$ cat src/rtl/addsub_arbiter.sv
// Two-requester round-robin arbiter sharing one 8-bit signed add/sub unit.
// Optional saturating overflow counter: define ADDSUB_ARB_OVFL_CNT_EN.

module addsub8 (
    input  logic [7:0] a,
    input  logic [7:0] b,
    input  logic       sub,
    output logic [7:0] s,
    output logic       ovfl
);
    logic [7:0] b_eff;

    always_comb begin
        b_eff = sub ? ~b : b;
        s     = a + b_eff + {7'd0, sub};
        // signed overflow: like-signed operands producing a result of the other sign
        ovfl  = (a[7] == b_eff[7]) && (s[7] != a[7]);
    end
endmodule

module addsub_arbiter #(
    parameter int FIXED_PRI = 0
`ifdef ADDSUB_ARB_OVFL_CNT_EN
    ,
    parameter int CNT_W = 8
`endif
) (
    input  logic       clk,
    input  logic       rst,
    input  logic       req0_valid,
    output logic       req0_ready,
    input  logic [7:0] req0_a,
    input  logic [7:0] req0_b,
    input  logic       req0_sub,
    input  logic       req1_valid,
    output logic       req1_ready,
    input  logic [7:0] req1_a,
    input  logic [7:0] req1_b,
    input  logic       req1_sub,
    output logic       rsp_valid,
    input  logic       rsp_ready,
    output logic [7:0] rsp_s,
    output logic       rsp_ovfl,
    output logic       rsp_id,
    output logic       busy
`ifdef ADDSUB_ARB_OVFL_CNT_EN
    ,
    output logic [CNT_W-1:0] ovfl_cnt
`endif
);
    typedef enum logic [1:0] {
        IDLE = 2'd0,
        EXEC = 2'd1,
        RESP = 2'd2
    } state_t;

    state_t     state;
    state_t     state_nxt;
    logic       ptr;
    logic       grant_any;
    logic       grant_id;
    logic [7:0] cap_a;
    logic [7:0] cap_b;
    logic       cap_sub;
    logic       cap_id;
    logic [7:0] alu_s;
    logic       alu_ovfl;
    logic       rsp_fire;

    addsub8 u_addsub8 (
        .a    (cap_a),
        .b    (cap_b),
        .sub  (cap_sub),
        .s    (alu_s),
        .ovfl (alu_ovfl)
    );

    assign rsp_fire = (state == RESP) && rsp_ready;
    assign busy     = (state != IDLE);

    always_comb begin
        state_nxt  = state;
        grant_any  = 1'b0;
        grant_id   = 1'b0;
        req0_ready = 1'b0;
        req1_ready = 1'b0;
        case (state)
            IDLE: begin
                if (req0_valid && req1_valid) begin
                    grant_any = 1'b1;
                    grant_id  = (FIXED_PRI != 0) ? 1'b0 : ptr;
                end else if (req0_valid) begin
                    grant_any = 1'b1;
                    grant_id  = 1'b0;
                end else if (req1_valid) begin
                    grant_any = 1'b1;
                    grant_id  = 1'b1;
                end
                if (grant_any) begin
                    req0_ready = ~grant_id;
                    req1_ready = grant_id;
                    state_nxt  = EXEC;
                end
            end
            EXEC: state_nxt = RESP;
            RESP: begin
                if (rsp_ready) state_nxt = IDLE;
            end
            default: state_nxt = IDLE;
        endcase
    end

    always_ff @(posedge clk) begin
        if (rst) begin
            state     <= IDLE;
            ptr       <= 1'b0;
            cap_a     <= '0;
            cap_b     <= '0;
            cap_sub   <= 1'b0;
            cap_id    <= 1'b0;
            rsp_valid <= 1'b0;
            rsp_s     <= '0;
            rsp_ovfl  <= 1'b0;
            rsp_id    <= 1'b0;
        end else begin
            state <= state_nxt;
            if ((state == IDLE) && grant_any) begin
                cap_a   <= grant_id ? req1_a : req0_a;
                cap_b   <= grant_id ? req1_b : req0_b;
                cap_sub <= grant_id ? req1_sub : req0_sub;
                cap_id  <= grant_id;
                if (FIXED_PRI == 0) ptr <= ~grant_id;
            end
            if (state == EXEC) begin
                rsp_s     <= alu_s;
                rsp_ovfl  <= alu_ovfl;
                rsp_id    <= cap_id;
                rsp_valid <= 1'b1;
            end
            if (rsp_fire) rsp_valid <= 1'b0;
        end
    end

`ifdef ADDSUB_ARB_OVFL_CNT_EN
    always_ff @(posedge clk) begin
        if (rst) begin
            ovfl_cnt <= '0;
        end else if (rsp_fire && rsp_ovfl && (ovfl_cnt != '1)) begin
            ovfl_cnt <= ovfl_cnt + 1'b1;
        end
    end
`endif
endmodule

$ cat config.mk
export PLATFORM = sky130hd
export DESIGN_NAME = addsub_arbiter
export DESIGN_NICKNAME = d
export VERILOG_FILES = /design/src/rtl/addsub_arbiter.sv
export SDC_FILE = /design/constraint.sdc
export NUM_CORES = 1
export LEC_CHECK = 0
export CAP_MARGIN = 10
export CORE_AREA = 2 2 62 64
export DETAILED_ROUTE_END_ITERATION = 8
export DIE_AREA = 0 0 64 66
export GPL_TIMING_DRIVEN = 0
export PLACE_DENSITY = 0.82
export SLEW_MARGIN = 10
export SYNTH_ARGS = -nofsm -noshare
export SYNTH_HDL_FRONTEND = slang
export SYNTH_SLANG_ARGS = --single-unit
$ cat constraint.sdc
create_clock -name clk -period 5.2 [get_ports clk]
set_clock_uncertainty 0.15 [all_clocks]
set_input_delay 0.52 -clock clk [delete_from_list [all_inputs] [get_ports clk]]
set_output_delay 0.52 -clock clk [all_outputs]
set_load 0.01 [all_outputs]
After elaboration in Yosys (flattened, before gate mapping)
Index checks and enable logic that the tools add are counted.

storage, ports and cells
  register bits = 32
  bits of input ports = 39

operators by class
  $add $sub $neg = 2
  eq/ne operators = 6
  reductions and logical operators = 8
  mux-type cells = 20
  bitwise operators = 3

operators by type and width
  operator                                                          number
  8-bit two-way mux                                                 3
  1-bit two-way mux                                                 14
  8-bit by 1-bit adder with 8-bit output                            1
  8-bit adder                                                       1
  8-bit inverter                                                    1
  2-bit case mux with 3 select lines                                1
  1-bit logical AND                                                 4
  2-bit two-way mux                                                 2
  2-bit inequality test (second input constant)                     2
  2-bit by 1-bit == test with 1-bit output (second input constant)  1
  2-bit == test (second input constant)                             1
  2-bit logical NOT                                                 1
  1-bit inverter                                                    2
  2-bit AND reduction                                               1
  2-bit nonzero test                                                1
  2-bit OR reduction                                                1
  1-bit == test                                                     1
  1-bit inequality test                                             1

Depth between registers and ports, before layout
Gate-level depths: netlist of the first run.

  depth in word-level cells = 7
  depth in mapped cells = 9
  depth with buffers taken out = 8

By module
Synthesis of the first run repeated with hierarchy kept, for this count alone.

second synthesis, totals
  cell total of the unflattened synthesis = 219
  area, all modules = 1794.2 sq um

by module, submodules not included
  module          sequential area each (sq um)  cells an instance  times used  area each (sq um)
  addsub_arbiter  640.6                         170                1           1383.8
  addsub8         0.0                           49                 1           410.4

Least setup slack after synthesis of the first run
OpenSTA, ideal clock, no wires.

  path kind = register to register
  start point = reg cap_sub
  end point = reg rsp_s[6]
  cell stages (with the launch flop) = 10
  period minus slack after synthesis = 2.108 ns
  setup slack = 3.092 ns
  data arrival time = 1.896 ns
  cell sequence = dfxtp_1 -> buf_6 -> xor2_1 -> inv_1 -> fa_1 -> nor2b_1 -> o21a_1 -> o211ai_1 -> a2111o_1 -> nand3_1

on the way
  longest elaborated chain between the ends = 3

ends and longest elaborated chain
  element                                     RTL line  text
  start: declaration                          64        logic cap_sub;
  start signal: assignment                    130       cap_sub <= grant_id ? req1_sub : req0_sub;
  8-bit two-way mux                           14        b_eff = sub ? ~b : b;
  8-bit adder                                 15        s = a + b_eff + {7'd0, sub};
  8-bit by 1-bit adder with 8-bit output (*)  15
  end signal: assignment                      135       rsp_s <= alu_s;
  end: declaration                            42        output logic [7:0] rsp_s,

Every way passes the cells marked *; elsewhere a longest branch is shown, timed or not.
A chain may end at the register's enable or synchronous reset.

Final worst setup path of the first run
  start point = in req0_valid
  end point = out req1_ready

on the way
  longest elaborated chain between the ends = 5

ends and longest elaborated chain
  element                                                        RTL line  text
  start: declaration                                             30        input logic req0_valid,
  1-bit two-way mux / 1-bit logical AND (equally long branches)  92, 89
  1-bit two-way mux                                              89        if (req0_valid && req1_valid) begin
  1-bit two-way mux                                              87        case (state)
  1-bit two-way mux (*)                                          99        if (grant_any) begin
  1-bit two-way mux (*)                                          87
  end: declaration                                               36        output logic req1_ready,

Every way passes the cells marked *; elsewhere a longest branch is shown, timed or not. The select of a mux whose other input is x is not followed.

==> results.sh, run 1 <==
export IMPL_status="complete, no violations"
export IMPL_grt_usage_pct=20.06
export IMPL_setup_viol=0
export IMPL_drt_wl_total_um=3967
export IMPL_grt_pass1_vias=1465
export IMPL_drtAntennaViolNets=0
export IMPL_hold_slack_ns=0.3051
export IMPL_grt_max_degree=11
export IMPL_drtIter0Drc=136
export IMPL_areaGrowthSynthToFinish_pct=40.85
export IMPL_fp_dieW_um=64
export IMPL_hold_path_class="reg -> reg"
export IMPL_tns_ns=0
export IMPL_worstPathMaxFanout=10
export IMPL_clk_latency_ns=0.34
export IMPL_synthCells=174
export IMPL_power_frac_comb_pct=31.1
export IMPL_pin_count=53
export IMPL_std_cell_rows=22
export IMPL_worst_slew_pin_transition_ns=0.6035
export IMPL_coreArea_um2=3551
export IMPL_root_buffer="clkbuf_4"
export IMPL_fin_crit_sh_pct=61.14
export IMPL_p_per_area_nw_per_um2=285.6
export IMPL_intPower_mw=0.4345
export IMPL_clock_path_buffers=2
export IMPL_cts_tree="built"
export IMPL_final_cell_mix="clkdlybuf4s50_1, dfxtp_1, nor2_1, a222oi_1, clkbuf_1"
export IMPL_dp_hpwl_um=2966
export IMPL_drv_cap=0
export IMPL_hold_buffers=0
export IMPL_vias=1561
export IMPL_finalMaxSlewViolations=0
export IMPL_syn_area_um2=1565
export IMPL_switching_power_mw=0.1952
export IMPL_crit_arrival_ns=2.51
export IMPL_ys_seq_area_share_pct=40.93
export IMPL_final_common_cell="clkdlybuf4s50_1"
export IMPL_worstSetupStartpointType="input pin"
export IMPL_fillers=298
export IMPL_async_flop_share_pct=0
export IMPL_synth_avg_cell_area_um2=8.996
export IMPL_routedWlPerCell_um=14.07
export IMPL_crit_required_ns=4.53
export IMPL_start_util_pct=44.08
export IMPL_synthFlopType="dfxtp_1"
export IMPL_die_y_um=66
export IMPL_vias_per_cell=5.535
export IMPL_cts_resized=0
export IMPL_layout_nets=279
export IMPL_clkSinkCount=32
export IMPL_synth_distinct_cells=40
export IMPL_clk_pin_slew_worst_paths_ns=0.08
export IMPL_leakage_nw=0.8677
export IMPL_insertedDiodeCount=0
export IMPL_ys_ff_latch=32
export IMPL_post_cts_setup_buffers=0
export IMPL_firstDrtPassIters=5
export IMPL_grt_pass1_wl_um=6575
export IMPL_cts_buffers=5
export IMPL_crit_type="in -> out"
export IMPL_rsz0062_at_grt="no"
export IMPL_yosys_warnings=0
export IMPL_port_buffers=52
export IMPL_max_freq_mhz=314.5
export IMPL_antenna_found_initial=0
export IMPL_synth_edff_count=0
export IMPL_maxSlewHeadroom_pct=59.61
export IMPL_finalHoldViolCount=0
export IMPL_power_frac_seq_pct=45.4
export IMPL_fp_dieArea_um2=4224
export IMPL_pwr_share_clk_pct=23.6
export IMPL_layout_drive_gt1_share_pct=5.983
export IMPL_place_gp_congestion=0.8768
export IMPL_htreeDepth=2
export IMPL_switching_share_pct=30.99
export IMPL_grt_overflow=0
export IMPL_route_detailed_drc=0
export IMPL_fin_crit_ns=3.179
export IMPL_vdd_drop_max_mv=0.1911
export IMPL_syn_nets=220
export IMPL_end_kind="primary output"
## power by group through the flow
stage | logic (mW) | registers [mW] | clock network, mW
final | 0.196 | 0.286 | 0.148
after CTS | 0.195 | 0.286 | 0.152
after floorplan | 0.113 | 0.291 | 0
after global routing | 0.216 | 0.289 | 0.161
after global placement | 0.189 | 0.290 | 0
after detailed placement | 0.195 | 0.291 | 0
## registers in the layout (all words and copies together), names as in the netlist
register	count
cap_sub	1
rsp_ovfl	1
rsp_id	1
cap_b	8
ptr	1
rsp_valid	1
cap_id	1
rsp_s	8
cap_a	8
state	2
## final timing paths
path	from	end	slack, ns	depth (start not counted)
min	rsp_s[2]	rsp_s[2]	0.31	2
min reg2reg	rsp_s[2]	rsp_s[2]	0.31	2
max	req0_valid	req1_ready	2.02	6
max reg2reg	cap_sub	rsp_ovfl	2.83	8
## area by class of cell
cell class | count | area (um^2) | area share, %
Inverter | 8 | 30.03 | 1.362
Sequential cell | 32 | 640.6 | 29.06
Multi-Input combinational cell | 123 | 844.6 | 38.31
Buffer | 11 | 50.05 | 2.270
Timing Repair Buffer | 52 | 520.5 | 23.61
Tap cell | 48 | 60.06 | 2.724
Clock buffer | 8 | 58.81 | 2.667
## logic make-up after synthesis
| kind of cell | after synthesis | share of synthesized area (%) |
|---|---|---|
| mux | 2 | 1.519 |
| fa+ha+maj | 7 | 6.075 |
| compound gates | 41 | 21.98 |
| simple gates | 64 | 19.34 |
| flops | 32 | 40.93 |
| xor+xnor | 9 | 5.036 |
| buf+inv | 19 | 5.115 |
## per-stage QoR
| step | worst slack, ns | instances | total power [mW] | util [%] | area [um^2] |
|---|---|---|---|---|---|
| 6_report | 2.021 | 282 | 0.6297 | 62.09 | 2205 |
| 5_1_grt | 1.881 | 282 | 0.6661 | 62.09 | 2205 |
| 4_1_cts | 1.993 | 282 | 0.6331 | 62.09 | 2205 |
| 3_5_place_dp | 1.989 | 274 | 0.4858 | 60.43 | 2146 |
| 3_3_place_gp | 2.068 | 274 | 0.4790 | 60.43 | 2146 |
| 2_1_floorplan | 3.092 | 174 | 0.4041 | - | 1565 |
## cells in the mapped netlist, drive strengths merged (2+ instances only)
master | instances | area share (%)
and2 | 2 | 0.80
o21ai | 4 | 1.3
and3 | 2 | 0.80
xnor2 | 2 | 1.1
a211oi | 5 | 2.7
nor4b | 2 | 1.1
a21oi | 6 | 1.9
nand3 | 7 | 2.2
nor2b | 2 | 0.80
nand2 | 9 | 2.2
mux2i | 2 | 1.5
o22ai | 2 | 1.2
ha | 6 | 4.8
a222oi | 17 | 11
nand4 | 2 | 0.80
dfxtp | 32 | 41
inv | 8 | 1.9
nand3b | 2 | 0.96
o21a | 2 | 0.96
nor2 | 30 | 7.2
clkbuf | 8 | 1.9
xor2 | 7 | 3.9
buf | 3 | 1.3
## worst max-delay path: stages
cell and delay (ns):
clkdlybuf4s50_1 0.45, inv_1 0.07, o21ai_0 0.07, nor2_1 0.48, buf_2 0.35, clkdlybuf4s50_1 0.57
## per-layer routing
| metal | up-vias | track usage [%] | part of all wire, % | wire, um |
|---|---|---|---|---|
| li1 | 775 | - | - | - |
| met5 | - | 0 | 0 | 0 |
| met1 | 694 | 26.37 | 43 | 1721 |
| met2 | 79 | 30.08 | 46 | 1840 |
| met3 | 13 | 4.600 | 7.8 | 308 |
| met4 | 0 | 11.41 | 2.4 | 97 |
Note: power is estimated with default switching activity, not from simulation.
==> run 2: changes to the inputs <==
==> constraint.sdc (replaced) <==
create_clock -name clk -period 3.2 [get_ports clk]
set_clock_uncertainty 0.15 [all_clocks]
set_input_delay 0.32 -clock clk [delete_from_list [all_inputs] [get_ports clk]]
set_output_delay 0.32 -clock clk [all_outputs]
set_load 0.01 [all_outputs]
==> results of run 2 <==
The final DEF is identical to that of run 1. Status: complete, no violations.
Main changes from that run: setup slack after placement 1.989 ns -> 0.3895 ns; clock-pin slew on the worst setup and hold paths 0.08 ns -> 0.10 ns; setup slack after layout 2.021 ns -> 0.3425 ns; start point of the critical path req0_valid -> state[0]; register-to-register setup slack 2.83 ns -> 0.83 ns; total power 0.6297 mW -> 1.023 mW; worst IR drop on VDD 0.1911 mV -> 0.3105 mV
==> run 3: changes to the inputs <==
--- a/config.mk
+++ b/config.mk
@@ -6,11 +6,14 @@
 export NUM_CORES = 1
 export LEC_CHECK = 0
 export CAP_MARGIN = 10
-export CORE_AREA = 2 2 62 64
+export CELL_PAD_IN_SITES_DETAIL_PLACEMENT = 2
+export CELL_PAD_IN_SITES_GLOBAL_PLACEMENT = 2
+export CORE_AREA = 2 2 80 82
+export CTS_BUF_LIST = sky130_fd_sc_hd__clkbuf_2
 export DETAILED_ROUTE_END_ITERATION = 8
-export DIE_AREA = 0 0 64 66
+export DIE_AREA = 0 0 82 84
 export GPL_TIMING_DRIVEN = 0
-export PLACE_DENSITY = 0.82
+export PLACE_DENSITY = 0.83
 export SLEW_MARGIN = 10
 export SYNTH_ARGS = -nofsm -noshare
 export SYNTH_HDL_FRONTEND = slang
==> results.sh, run 3 (same netlist as run 1, synthesis figures left out) <==
export IMPL_hold_buffers=0
export IMPL_fp_dieArea_um2=6888
export IMPL_drtAntennaViolNets=0
export IMPL_drtIter0Drc=128
export IMPL_cts_buffers=5
export IMPL_worst_slew_pin_transition_ns=0.5794
export IMPL_leakage_nw=0.8677
export IMPL_drt_wl_total_um=5098
export IMPL_worstSetupStartpointType="flop"
export IMPL_die_y_um=84
export IMPL_cts_resized=0
export IMPL_crit_arrival_ns=2.39
export IMPL_p_per_area_nw_per_um2=451.7
export IMPL_setup_viol=0
export IMPL_post_cts_setup_buffers=0
export IMPL_clock_path_buffers=2
export IMPL_grt_overflow=0
export IMPL_vdd_drop_max_mv=0.2104
export IMPL_htreeDepth=2
export IMPL_maxSlewHeadroom_pct=61.37
export IMPL_route_detailed_drc=0
export IMPL_grt_max_degree=12
export IMPL_tns_ns=0
export IMPL_firstDrtPassIters=5
export IMPL_final_cell_mix="clkdlybuf4s50_1, dfxtp_1, nor2_1, a222oi_1, nand2_1"
export IMPL_place_gp_congestion=0.7523
export IMPL_routedWlPerCell_um=16.39
export IMPL_worstPathMaxFanout=10
export IMPL_hold_path_class="reg -> reg"
export IMPL_clk_latency_ns=0.40
export IMPL_finalHoldViolCount=0
export IMPL_status="complete, no violations"
export IMPL_antenna_found_initial=0
export IMPL_layout_nets=279
export IMPL_dp_hpwl_um=3931
export IMPL_drv_cap=0
export IMPL_std_cell_rows=29
export IMPL_cts_tree="built"
export IMPL_fin_crit_ns=2.863
export IMPL_largestRegisters="cap_a (8), cap_b (8), rsp_s (8)"
export IMPL_port_buffers=52
export IMPL_rsz0062_at_grt="no"
export IMPL_root_buffer="clkbuf_2"
export IMPL_grt_pass1_vias=1763
export IMPL_grt_pass1_wl_um=8535
export IMPL_vias=1581
export IMPL_fillers=722
export IMPL_areaGrowthSynthToFinish_pct=42.37
export IMPL_crit_type="reg -> out"
export IMPL_fin_crit_sh_pct=89.47
export IMPL_max_freq_mhz=349.3
export IMPL_layout_drive_gt1_share_pct=7.265
export IMPL_end_kind="primary output"
export IMPL_fp_dieW_um=82
export IMPL_start_util_pct=25.68
export IMPL_coreArea_um2=6096
export IMPL_final_common_cell="clkdlybuf4s50_1"
export IMPL_pin_count=53
export IMPL_finalMaxSlewViolations=0
export IMPL_crit_required_ns=2.73
export IMPL_vias_per_cell=5.084
export IMPL_insertedDiodeCount=0
export IMPL_clk_pin_slew_worst_paths_ns=0.21
export IMPL_clkSinkCount=32
export IMPL_grt_usage_pct=16.23
export IMPL_hold_slack_ns=0.3213
[run 3: cell types whose count changed in the layout (fill, tap and decap cells not counted)]
cell	delta
nor2_2	+1
clkbuf_4	-5
clkbuf_1	-2
clkbuf_8	-1
clkinv_4	+1
clkinv_2	+2
nor2_1	-1
clkbuf_2	+5
[run 3: per-layer routing]
layer	global-route usage [%]	wire length (um)	up-vias
met5	0	0	-
met4	5.455	72	0
met3	3.355	251	6
met2	27.49	2552	48
met1	20.03	2221	762
li1	-	-	765
[run 3: worst paths after layout]
check | start | to | cells past startpoint | slack (ns)
max | state[0] | req1_ready | 5 | 0.34
min | rsp_s[3] | rsp_s[3] | 2 | 0.32
max reg2reg | cap_sub | rsp_s[6] | 9 | 0.78
min reg2reg | rsp_s[3] | rsp_s[3] | 2 | 0.32
[run 3: layout make-up]
class	count	area [um^2]	area share [%]
inverters	8	30.03	1.348
multi-input cells	123	847.1	38.01
repair buffers	52	520.5	23.36
clock inverters	3	18.77	0.8422
flip-flops and latches	32	640.6	28.75
clock buffers	5	25.02	1.123
plain buffers	11	50.05	2.246
well taps	77	96.34	4.323
[run 3: critical path: stages (launching register included)]
cell,delay (ns)
dfxtp_1,0.41
nor2_1,0.19
inv_1,0.11
nor2_2,0.37
buf_2,0.32
clkdlybuf4s50_1,0.59
[run 3: per-stage QoR]
| step | power (mW) | instance area (um^2) | utilization [%] | instances | setup slack, ns |
|---|---|---|---|---|---|
| 2_1_floorplan | 0.6566 | 1565 | - | 174 | 1.092 |
| 5_1_grt | 1.079 | 2228 | 36.56 | 311 | 0.2026 |
| 3_5_place_dp | 0.8080 | 2182 | 35.80 | 303 | 0.2693 |
| 3_3_place_gp | 0.7894 | 2182 | 35.80 | 303 | 0.3361 |
| 4_1_cts | 1.022 | 2226 | 36.51 | 311 | 0.08356 |
| 6_report | 1.007 | 2228 | 36.56 | 311 | 0.3370 |
[run 3: report_power, final]
part           switching [mW]  internal (mW)  total, mW
Clock                   0.154         0.0527      0.207
Combinational           0.172          0.162      0.334
Sequential             0.0274          0.438      0.465
Total                   0.354          0.653       1.01
